File: config.mk
export PLATFORM = sky130hd
export DESIGN_NAME = if_stage_ib
export DESIGN_NICKNAME = d
export VERILOG_FILES = /design/src/rtl/if_stage_ib.sv
export SDC_FILE = /design/constraint.sdc
export NUM_CORES = 1
export LEC_CHECK = 0
export CAP_MARGIN = 20
export CORE_UTILIZATION = 50
export DETAILED_ROUTE_END_ITERATION = 6
export GPL_TIMING_DRIVEN = 0
export HOLD_SLACK_MARGIN = 0.06
export PLACE_DENSITY = 0.74
export REMOVE_ABC_BUFFERS = 1
export SETUP_SLACK_MARGIN = 0.02
export SYNTH_ARGS = -nofsm -noshare
export SYNTH_HDL_FRONTEND = slang
export SYNTH_SLANG_ARGS = --single-unit
File: constraint.sdc
create_clock -name clk -period 5.35 [get_ports clk]
set_input_delay 0.8025 -clock clk [delete_from_list [all_inputs] [get_ports clk]]
set_output_delay 0.8025 -clock clk [all_outputs]
set_load 0.005 [all_outputs]
File: src/rtl/if_stage_ib.sv
// Instruction-fetch stage with an in-order instruction buffer, redirect cancellation and ADEF flagging.
// Optional IF_IB_BYPASS_EN forwards a returning word straight to ID when it is the IB head.
module if_stage_ib #(
  parameter logic [31:0] RESET_PC = 32'h1c000000,
  parameter int          IB_DEPTH = 4
) (
  input  logic        clk,
  input  logic        resetn,
  input  logic        ds_allowin,
  output logic        fs_to_ds_valid,
  output logic [64:0] fs_to_ds_bus,
  input  logic [32:0] br_bus,
  input  logic        ex_flush,
  input  logic [31:0] ex_target,
  output logic        inst_req,
  output logic [31:0] inst_addr,
  input  logic        inst_addr_ok,
  input  logic        inst_data_ok,
  input  logic [31:0] inst_rdata
);

  localparam int AW = $clog2(IB_DEPTH);
  localparam int PW = AW + 1;
  localparam logic [PW-1:0] DEPTH_P = PW'(IB_DEPTH);

  logic [31:0]   pc_q, pc_d;
  logic [PW-1:0] alloc_q, alloc_d;
  logic [PW-1:0] fill_q, fill_d;
  logic [PW-1:0] read_q, read_d;
  logic [PW-1:0] cancel_q, cancel_d;
  logic          halt_q, halt_d;

  logic [31:0] pc_mem   [IB_DEPTH];
  logic [31:0] inst_mem [IB_DEPTH];
  logic        adef_mem [IB_DEPTH];

  logic          br_taken;
  logic [31:0]   br_target;
  logic [31:0]   new_pc;
  logic          redirect;
  logic [PW-1:0] in_use;
  logic          fetch_ok;
  logic          adef_push;
  logic          hs;
  logic          dok_live;
  logic          dok_drop;
  logic          head_filled;
  logic          bypass;
  logic          pop;
  logic [AW-1:0] head_idx;
  logic [AW-1:0] alloc_idx;
  logic [AW-1:0] fill_idx;
  logic [31:0]   head_inst;
  logic          head_adef;

  assign br_taken  = br_bus[32];
  assign br_target = br_bus[31:0];
  assign redirect  = ex_flush | br_taken;
  assign new_pc    = ex_flush ? ex_target : br_target;

  assign in_use    = alloc_q - read_q;
  assign fetch_ok  = resetn & ~redirect & ~halt_q & (cancel_q == '0) & (in_use != DEPTH_P);
  assign inst_req  = fetch_ok & (pc_q[1:0] == 2'b00);
  assign inst_addr = pc_q;
  assign adef_push = fetch_ok & (pc_q[1:0] != 2'b00);
  assign hs        = inst_req & inst_addr_ok;

  // Responses still owed to requests issued before the last redirect are swallowed here.
  assign dok_live  = inst_data_ok & ~redirect & (cancel_q == '0);
  assign dok_drop  = inst_data_ok & ~redirect & (cancel_q != '0);

  assign head_idx    = read_q[AW-1:0];
  assign alloc_idx   = alloc_q[AW-1:0];
  assign fill_idx    = fill_q[AW-1:0];
  assign head_filled = (fill_q != read_q);

`ifdef IF_IB_BYPASS_EN
  assign bypass = dok_live & (fill_q == read_q);
`else
  assign bypass = 1'b0;
`endif

  assign head_inst      = bypass ? inst_rdata : inst_mem[head_idx];
  assign head_adef      = bypass ? 1'b0 : adef_mem[head_idx];
  assign fs_to_ds_valid = resetn & ~redirect & (head_filled | bypass);
  assign fs_to_ds_bus   = fs_to_ds_valid ? {head_adef, pc_mem[head_idx], head_inst} : '0;
  assign pop            = fs_to_ds_valid & ds_allowin;

  always_comb begin
    pc_d     = pc_q;
    alloc_d  = alloc_q;
    fill_d   = fill_q;
    read_d   = read_q;
    cancel_d = cancel_q;
    halt_d   = halt_q;
    if (redirect) begin
      pc_d     = new_pc;
      alloc_d  = '0;
      fill_d   = '0;
      read_d   = '0;
      halt_d   = 1'b0;
      cancel_d = cancel_q + (alloc_q - fill_q) - PW'(inst_data_ok);
    end else begin
      if (hs) begin
        alloc_d = alloc_q + PW'(1);
        pc_d    = pc_q + 32'd4;
      end
      if (adef_push) begin
        alloc_d = alloc_q + PW'(1);
        fill_d  = fill_q + PW'(1);
        halt_d  = 1'b1;
      end
      if (dok_live) fill_d = fill_q + PW'(1);
      if (dok_drop) cancel_d = cancel_q - PW'(1);
      if (pop)      read_d = read_q + PW'(1);
    end
  end

  always_ff @(posedge clk or negedge resetn) begin
    if (!resetn) begin
      pc_q     <= RESET_PC;
      alloc_q  <= '0;
      fill_q   <= '0;
      read_q   <= '0;
      cancel_q <= '0;
      halt_q   <= 1'b0;
    end else begin
      pc_q     <= pc_d;
      alloc_q  <= alloc_d;
      fill_q   <= fill_d;
      read_q   <= read_d;
      cancel_q <= cancel_d;
      halt_q   <= halt_d;
    end
  end

  // Entry payload needs no reset: validity lives entirely in the pointers.
  always_ff @(posedge clk) begin
    if (hs) begin
      pc_mem[alloc_idx]   <= pc_q;
      adef_mem[alloc_idx] <= 1'b0;
    end else if (adef_push) begin
      pc_mem[alloc_idx]   <= pc_q;
      adef_mem[alloc_idx] <= 1'b1;
      inst_mem[alloc_idx] <= '0;
    end
    if (dok_live) inst_mem[fill_idx] <= inst_rdata;
  end

  a_no_orphan_data_ok : assert property (@(posedge clk) disable iff (!resetn)
    inst_data_ok |-> ((cancel_q != '0) || (alloc_q != fill_q)));

endmodule

==> parameters.txt, run 1 <==
Parameter                              Value

Route
  Number of antenna-violating nets in the routed design ... 0
  Total wire length after detailed routing ... 34150 um
  Total number of vias ... 9313
  Average wire length per cell after detail routing ... 22.09 um
  Iteration-0 DRC Markers ... 787
  Number of vias per cell after detailed routing ... around 6
  # DRC ... 0
  Detailed-router iteration count before antenna repair ... 5

Worst setup path
  Endpoint kind of the worst setup timing path ... primary output
  CP max-delay cell ... sky130_fd_sc_hd__nor2_4
  Flop-to-flop setup slack ... 1.42 ns
  Peak fanout along the critical path ... 45
  Worst reg2reg path depth ... 9
  Critical path launch point type ... input port
  Required time at the endpoint of the critical path ... between 4 and 5 ns
  Origin of the critical flop-to-flop path ... read_q[1]$_DFFE_PN0P_
  Sequence of cells on the critical path ... clkdlybuf4s50_1 -> nor2_4 -> nand3_1 -> a2111oi_0 -> clkdlybuf4s50_1
  Max incr delay on CP ... 0.94 ns
  CP most frequent cell ... sky130_fd_sc_hd__clkdlybuf4s50_1
  R2R Path End ... pc_mem[2][19]$_DFFE_PP_
  WS Path Type ... in -> out
  Arrival time of data at the critical path endpoint ... between 4 and 5 ns

Clock tree
  Clock Sink Count ... 305
  Total setup buffers inserted after CTS ... 0
  Clock-pin slew of the registers on the worst-case setup and hold paths ... about 0.06 ns
  Skew-Pair Late Insertion Delay ... about 0.57 ns
  Number of buffers created by CTS ... 30
  Master cell of the clock root buffer ... sky130_fd_sc_hd__clkbuf_16
  Hold Buf Count CTS ... 0
  Maximum buffer depth of the clock tree ... 3
  Number of H-tree levels ... 1
  Post-cts repair resize count ... 0
  TritonCTS clock tree ... done

Yosys
  Portion of synthesized cell area occupied by the leading cell type ... 55.09%
  Primary FF master, synth ... sky130_fd_sc_hd__edfxtp_1
  Library cell occupying the most area in the post-synthesis netlist ... sky130_fd_sc_hd__edfxtp_1
  Share of synthesized flip-flops with an asynchronous set or reset ... 14.75%
  Synthesized netlist cell count ... 967
  Synthesis-stage register bit count ... 305
  Unique masters post-synth ... 66
  Synth warn ... 0
  Dominant cell by count in the synthesized netlist ... sky130_fd_sc_hd__edfxtp_1
  Number of flops mapped to enable cells by yosys ... 260
  Sequential element share of the synthesized area ... 63.06%
  Largest cells by area after synthesis ... sky130_fd_sc_hd__edfxtp_1, sky130_fd_sc_hd__mux4_2, sky130_fd_sc_hd__dfrtp_1
  Netlist area before placement ... about 14000 um2
  Avg Cell Area, Syn ... 14.66 um2
  Most common library cells after synthesis ... sky130_fd_sc_hd__edfxtp_1, sky130_fd_sc_hd__and3_1, sky130_fd_sc_hd__and2_1, sky130_fd_sc_hd__mux4_2, sky130_fd_sc_hd__clkbuf_1

Die
  I/O pin count ... 202
  Die span in y ... approximately 170 um
  Die width ... 170.4 um
  Std cell rows ... 61
  Die Area ... 29020 um2
  Core outline area ... 27860 um2
  Initial core utilization ... 50.87%

STA
  Unrepaired setup endpoints after global routing ... false
  TNS Setup ... 0 ns
  Number of max-slew violations in the final report ... 0
  Transition at the pin with the smallest max-transition slack ... 1.085 ns
  Final hold violations ... 0
  Min cycle time layout ... slightly above 5 ns
  Final setup margin ... 0.2214 ns
  Final setup viols ... 0
  Tightest hold margin ... 0.2217 ns
  Final critical-path share of the clock period ... roughly 96%
  Slew margin rel. ... 27.49%
  Final clock skew ... 0.02052 ns
  Highest clock frequency the design can meet ... a little under 200 MHz

Power and ir drop
  Overall power ... between 5 and 6 mW
  Lkg Pwr ... 6.317 nW
  IR drop worst, VDD ... 253.4 uV
  PD cells ... around 310 nW/um2

Run
  Total of max-cap violations ... 0

GRT
  Gr ovfl total ... 0
  First-pass GRT wire length ... between 50000 and 60000 um
  Gr usage total ... 24.14%
  Largest net degree at the start of global routing ... 70
  Antenna violations before repair ... 0
  Number of global-route vias before repair ... 9441

Place
  Port buffer count ... 201
  Placed cell count ... 1489
  Dpl hpwl ... 21510 um
  Minimum setup slack after placement ... 0.1947 ns
  Placed inst area ... ~17000 um2
  Routability-driven placement congestion ratio ... 0.7996

Status
  Status ... completed

Layout
  Finished Layout Cells ... 1546
  Antenna fix cells ... 0
  Layout Utilization ... 63.83%
  Area added between synthesis and finish ... 25.47%
  Area of all placed cells without fillers ... about 18000 um2
  Layout Nets ... 1267
  Share of layout cells above drive strength 1 ... approximately 14%
  Final-layout fill cell count ... 2045

Hold path
  Type of the most critical hold path ... in -> async
[state kept, by name, summed over array words and instances (netlist names)]
| register | cells |
|---|---|
| adef_mem | 4 |
| inst_mem | 128 |
| halt_q | 1 |
| read_q | 3 |
| fill_q | 3 |
| alloc_q | 3 |
| pc_mem | 128 |
| cancel_q | 3 |
| inst_addr | 32 |
[area by class of cell]
cell class | count | area (um2) | share of cell area, %
Inverter | 17 | 63.81 | 0.3589
Clock inverter | 18 | 176.4 | 0.9921
Tap cell | 378 | 473.0 | 2.660
Sequential cell | 305 | 8945 | 50.30
Timing Repair Buffer | 218 | 2335 | 13.13
Clock buffer | 37 | 870.8 | 4.897
Multi-Input combinational cell | 573 | 4918 | 27.66
[routing by layer]
layer	routed length, um	global-route usage [%]
met1	13540	31.59
met3	3003	5.070
met5	0	0
met4	760	6.071
met2	16840	41.14
[cell usage in the layout (no fill, tap or decap), types with 4 or more instances in the layout]
cell	netlist	final
sky130_fd_sc_hd__mux4_2	65	65
sky130_fd_sc_hd__xnor2_1	10	10
sky130_fd_sc_hd__a22o_2	0	4
sky130_fd_sc_hd__or3_1	8	8
sky130_fd_sc_hd__a31oi_1	8	8
sky130_fd_sc_hd__a22oi_1	20	20
sky130_fd_sc_hd__nand3_1	17	17
sky130_fd_sc_hd__and2_2	0	4
sky130_fd_sc_hd__nand2_1	30	30
sky130_fd_sc_hd__dfrtp_1	42	40
sky130_fd_sc_hd__buf_12	0	8
sky130_fd_sc_hd__buf_16	0	5
sky130_fd_sc_hd__and2_1	72	68
sky130_fd_sc_hd__nor2_1	19	18
sky130_fd_sc_hd__clkinv_2	0	11
sky130_fd_sc_hd__o31ai_1	7	7
sky130_fd_sc_hd__inv_1	17	17
sky130_fd_sc_hd__ha_1	15	15
sky130_fd_sc_hd__and4_1	6	6
sky130_fd_sc_hd__and3_1	138	138
sky130_fd_sc_hd__a21oi_1	11	11
sky130_fd_sc_hd__nor3_1	9	9
sky130_fd_sc_hd__clkdlybuf4s50_1	0	199
sky130_fd_sc_hd__edfxtp_1	260	260
sky130_fd_sc_hd__nand4_1	15	15
sky130_fd_sc_hd__o21ai_0	19	19
sky130_fd_sc_hd__a22o_1	11	7
sky130_fd_sc_hd__mux2i_1	6	6
sky130_fd_sc_hd__a211oi_1	14	14
sky130_fd_sc_hd__clkbuf_16	0	33
sky130_fd_sc_hd__xor2_1	4	4
sky130_fd_sc_hd__nor2b_1	13	12
sky130_fd_sc_hd__fa_1	4	4
[worst max-delay path by stage]
stage                     startpoint                           end  cells after the start  slack [ns]
6_report                  br_bus[32]                      inst_req                      5        0.22
5_1_grt                   br_bus[32]                      inst_req                      5        0.04
4_1_cts                   br_bus[32]                      inst_req                      5        0.19
3_5_place_dp              br_bus[32]                      inst_req                      5        0.19
3_3_place_gp                ex_flush  inst_mem[0][0]$_SDFFCE_PN0P_                      4       -4.35
2_1_floorplan  read_q[0]$_DFFE_PN0P_         adef_mem[0]$_DFFE_PP_                      6       -0.36
[cells by family after synthesis]
logic type	share of synthesized area, %
adders and majority gates	1.889
buffers and inverters	2.498
xor gates and xnor gates	0.8651
muxes	10.83
DFF	63.06
AOI/OAI and AO/OA	6.207
and+or+nand+nor	14.65
[where the power goes]
group / total [mW] / internal [mW] / leakage (nW) / switching, mW
Combinational: 0.510 / 0.271 / 2.99 / 0.239
Clock: 2.19 / 1.30 / 0.525 / 0.897
Sequential: 2.76 / 2.66 / 2.81 / 0.0962
Total: 5.46 / 4.23 / 6.32 / 1.23
[worst max-delay path, delay by kind of cell]
kind                   cells  cell delay, ns
buffers and inverters      2            1.27
AO/OA/AOI/OAI              1            0.83
AND/OR/NAND/NOR            2            1.41
Power figures use the tool's default switching activity.
==> run 2: changes to the inputs <==
--- a/config.mk
+++ b/config.mk
@@ -6,11 +6,12 @@
 export NUM_CORES = 1
 export LEC_CHECK = 0
 export CAP_MARGIN = 20
-export CORE_UTILIZATION = 50
+export CORE_UTILIZATION = 55
 export DETAILED_ROUTE_END_ITERATION = 6
 export GPL_TIMING_DRIVEN = 0
 export HOLD_SLACK_MARGIN = 0.06
-export PLACE_DENSITY = 0.74
+export PLACE_DENSITY = 0.8
+export RECOVER_POWER = 100
 export REMOVE_ABC_BUFFERS = 1
 export SETUP_SLACK_MARGIN = 0.02
 export SYNTH_ARGS = -nofsm -noshare
==> constraint.sdc (replaced) <==
create_clock -name clk -period 5.35 [get_ports clk]
set_input_delay 1.07 -clock clk [delete_from_list [all_inputs] [get_ports clk]]
set_output_delay 1.07 -clock clk [all_outputs]
set_load 0.005 [all_outputs]
==> parameters.txt, run 2 (same netlist as run 1, synthesis figures left out) <==
Parameter                              Value

STA
  Final clock skew ... 0.01037 ns
  Transition at the pin with the smallest max-transition slack ... 2.199 ns
  Unrepaired setup endpoints after global routing ... false
  Highest clock frequency the design can meet ... 194.2 MHz
  Final critical-path share of the clock period ... 96.23%
  Number of max-slew violations in the final report ... 44
  Final hold violations ... 0
  Slew margin rel. ... -46.59%
  Final setup margin ... around 0.2 ns
  Final setup viols ... 0
  Min cycle time layout ... 5.148 ns

Layout
  Share of layout cells above drive strength 1 ... 13.24%
  Most common library cell in the layout ignoring fill and taps ... sky130_fd_sc_hd__edfxtp_1
  Area added between synthesis and finish ... 24.93%
  Layout Utilization ... 70.11%
  Layout Nets ... around 1300
  Antenna fix cells ... 0
  Highest-count cells in the layout ignoring fill and taps ... sky130_fd_sc_hd__edfxtp_1, sky130_fd_sc_hd__clkdlybuf4s50_1, sky130_fd_sc_hd__and3_1, sky130_fd_sc_hd__mux4_2, sky130_fd_sc_hd__dlygate4sd3_1

Worst setup path
  Peak fanout along the critical path ... 36
  Critical path launch point type ... input port
  Required time at the endpoint of the critical path ... about 4.3 ns
  Flop-to-flop setup slack ... 0.38 ns
  Arrival time of data at the critical path endpoint ... 4.08 ns
  Endpoint kind of the worst setup timing path ... primary output
  WS Path Type ... in -> out

Power and ir drop
  PD cells ... roughly 300 nW/um2
  IR drop worst, VDD ... 250.8 uV
  Lkg Pwr ... 6.406 nW

Die
  Die Area ... 26410 um2
  Die span in y ... 162.5 um
  I/O pin count ... about 200
  Core outline area ... 25250 um2
  Std cell rows ... 58
  Die width ... 162.5 um
  Initial core utilization ... 56.12%

Route
  Iteration-0 DRC Markers ... 780
  Total number of vias ... 9458
  Detailed-router iteration count before antenna repair ... 5
  Number of antenna-violating nets in the routed design ... 0
  Total wire length after detailed routing ... 35060 um
  # DRC ... 0
  Number of vias per cell after detailed routing ... 6.272
  Average wire length per cell after detail routing ... 23.25 um

GRT
  First-pass GRT wire length ... 54630 um
  Antenna violations before repair ... 0
  Number of global-route vias before repair ... 9627
  Largest net degree at the start of global routing ... 60
  Gr ovfl total ... 0
  Gr usage total ... a little over a quarter

Hold path
  Type of the most critical hold path ... reg -> reg

Clock tree
  Number of H-tree levels ... 1
  Clock-pin slew of the registers on the worst-case setup and hold paths ... 0.06 ns
  Skew-Pair Late Insertion Delay ... 0.56 ns
  Maximum buffer depth of the clock tree ... 3
  Number of buffers created by CTS ... 31
  Master cell of the clock root buffer ... sky130_fd_sc_hd__clkbuf_16
  TritonCTS clock tree ... done
  Clock Sink Count ... 305

Status
  Violated checks ... max-capacitance violations, max-slew violations
  Status ... finished with violations

Place
  Port buffer count ... 201
  Minimum setup slack after placement ... -0.3146 ns
  Routability-driven placement congestion ratio ... ~0.8
  Dpl hpwl ... roughly 21000 um

Run
  Total of max-cap violations ... 2
[run 2: cell count changes in the layout (fill, tap and decap cells not counted), sizes merged]
| cell | previous run | this run |
|---|---|---|
| clkinv | 14 | 8 |
| clkbuf | 37 | 53 |
| nor2 | 20 | 21 |
| dlygate4sd3 | 0 | 60 |
| buf | 19 | 17 |
| inv | 17 | 18 |
| clkdlybuf4s50 | 199 | 139 |
[run 2: where the power goes]
group          leakage [nW]  switching [mW]  internal, mW
registers              2.81          0.0956          2.66
logic                  3.08           0.251         0.256
clock network         0.523           0.888          1.32
total                  6.41            1.23          4.24
[run 2: critical path, cell delays in order]
cell and delay (ns):
sky130_fd_sc_hd__dlygate4sd3_1 0.75, sky130_fd_sc_hd__nor2_4 0.55, sky130_fd_sc_hd__o311a_4 0.63, sky130_fd_sc_hd__buf_12 0.26, sky130_fd_sc_hd__and2_0 0.26, sky130_fd_sc_hd__clkdlybuf4s50_1 0.53
[run 2: layout make-up]
cell class / count / area, um2
repair buffers: 224 / 2336
multi-input cells: 574 / 4895
fillers: 1660 / 7548
well taps: 330 / 412.9
flip-flops and latches: 305 / 8945
clock buffers: 45 / 908.4
inverters: 17 / 63.81
clock inverters: 13 / 145.1
[run 2: through the flow]
step | TNS [ns] | area (um2) | hold WS, ns | power (mW) | cells
finish | 0 | 17710 | 0.5108 | 5.470 | 1508
global route | 0 | 17710 | 0.6075 | 5.633 | 1508
CTS | 0 | 17800 | 0.4202 | 5.493 | 1505
detailed placement | -9.224 | 16730 | 0.4976 | 3.317 | 1446
global placement | -1528.32 | 16310 | 0.4811 | 3.277 | 1426
floorplan | -103.00 | 13880 | 0.4669 | 3.026 | 895
[run 2: timing repair]
action	CTS	global route
gates resized for setup	1	0
setup buffers	0	0
hold buffers	0	0
setup endpoints to repair	67	0
[run 2: worst paths after layout]
check                                            endpoint                   from  depth (start not counted)
min in group asynchronous        inst_addr[4]$_DFFE_PN0P_                 resetn                          1
worst max register to register    pc_mem[0][15]$_DFFE_PP_  read_q[0]$_DFFE_PN0P_                          9
worst min-delay path                   halt_q$_DFFE_PN0P_     halt_q$_DFFE_PN0P_                          2
max in group asynchronous       inst_addr[28]$_DFFE_PN1P_                 resetn                          2
worst min register to register         halt_q$_DFFE_PN0P_     halt_q$_DFFE_PN0P_                          2
worst max-delay path                     fs_to_ds_bus[62]             br_bus[32]                          6
[run 2: metal layers]
metal / wire, um / global-route usage, % / share of wire [%]
met5: 0 / 0 / 0
met4: 650 / 7.118 / 1.9
met3: 3506 / 5.424 / 10
met2: 17550 / 45.73 / 50
met1: 13350 / 36.45 / 38
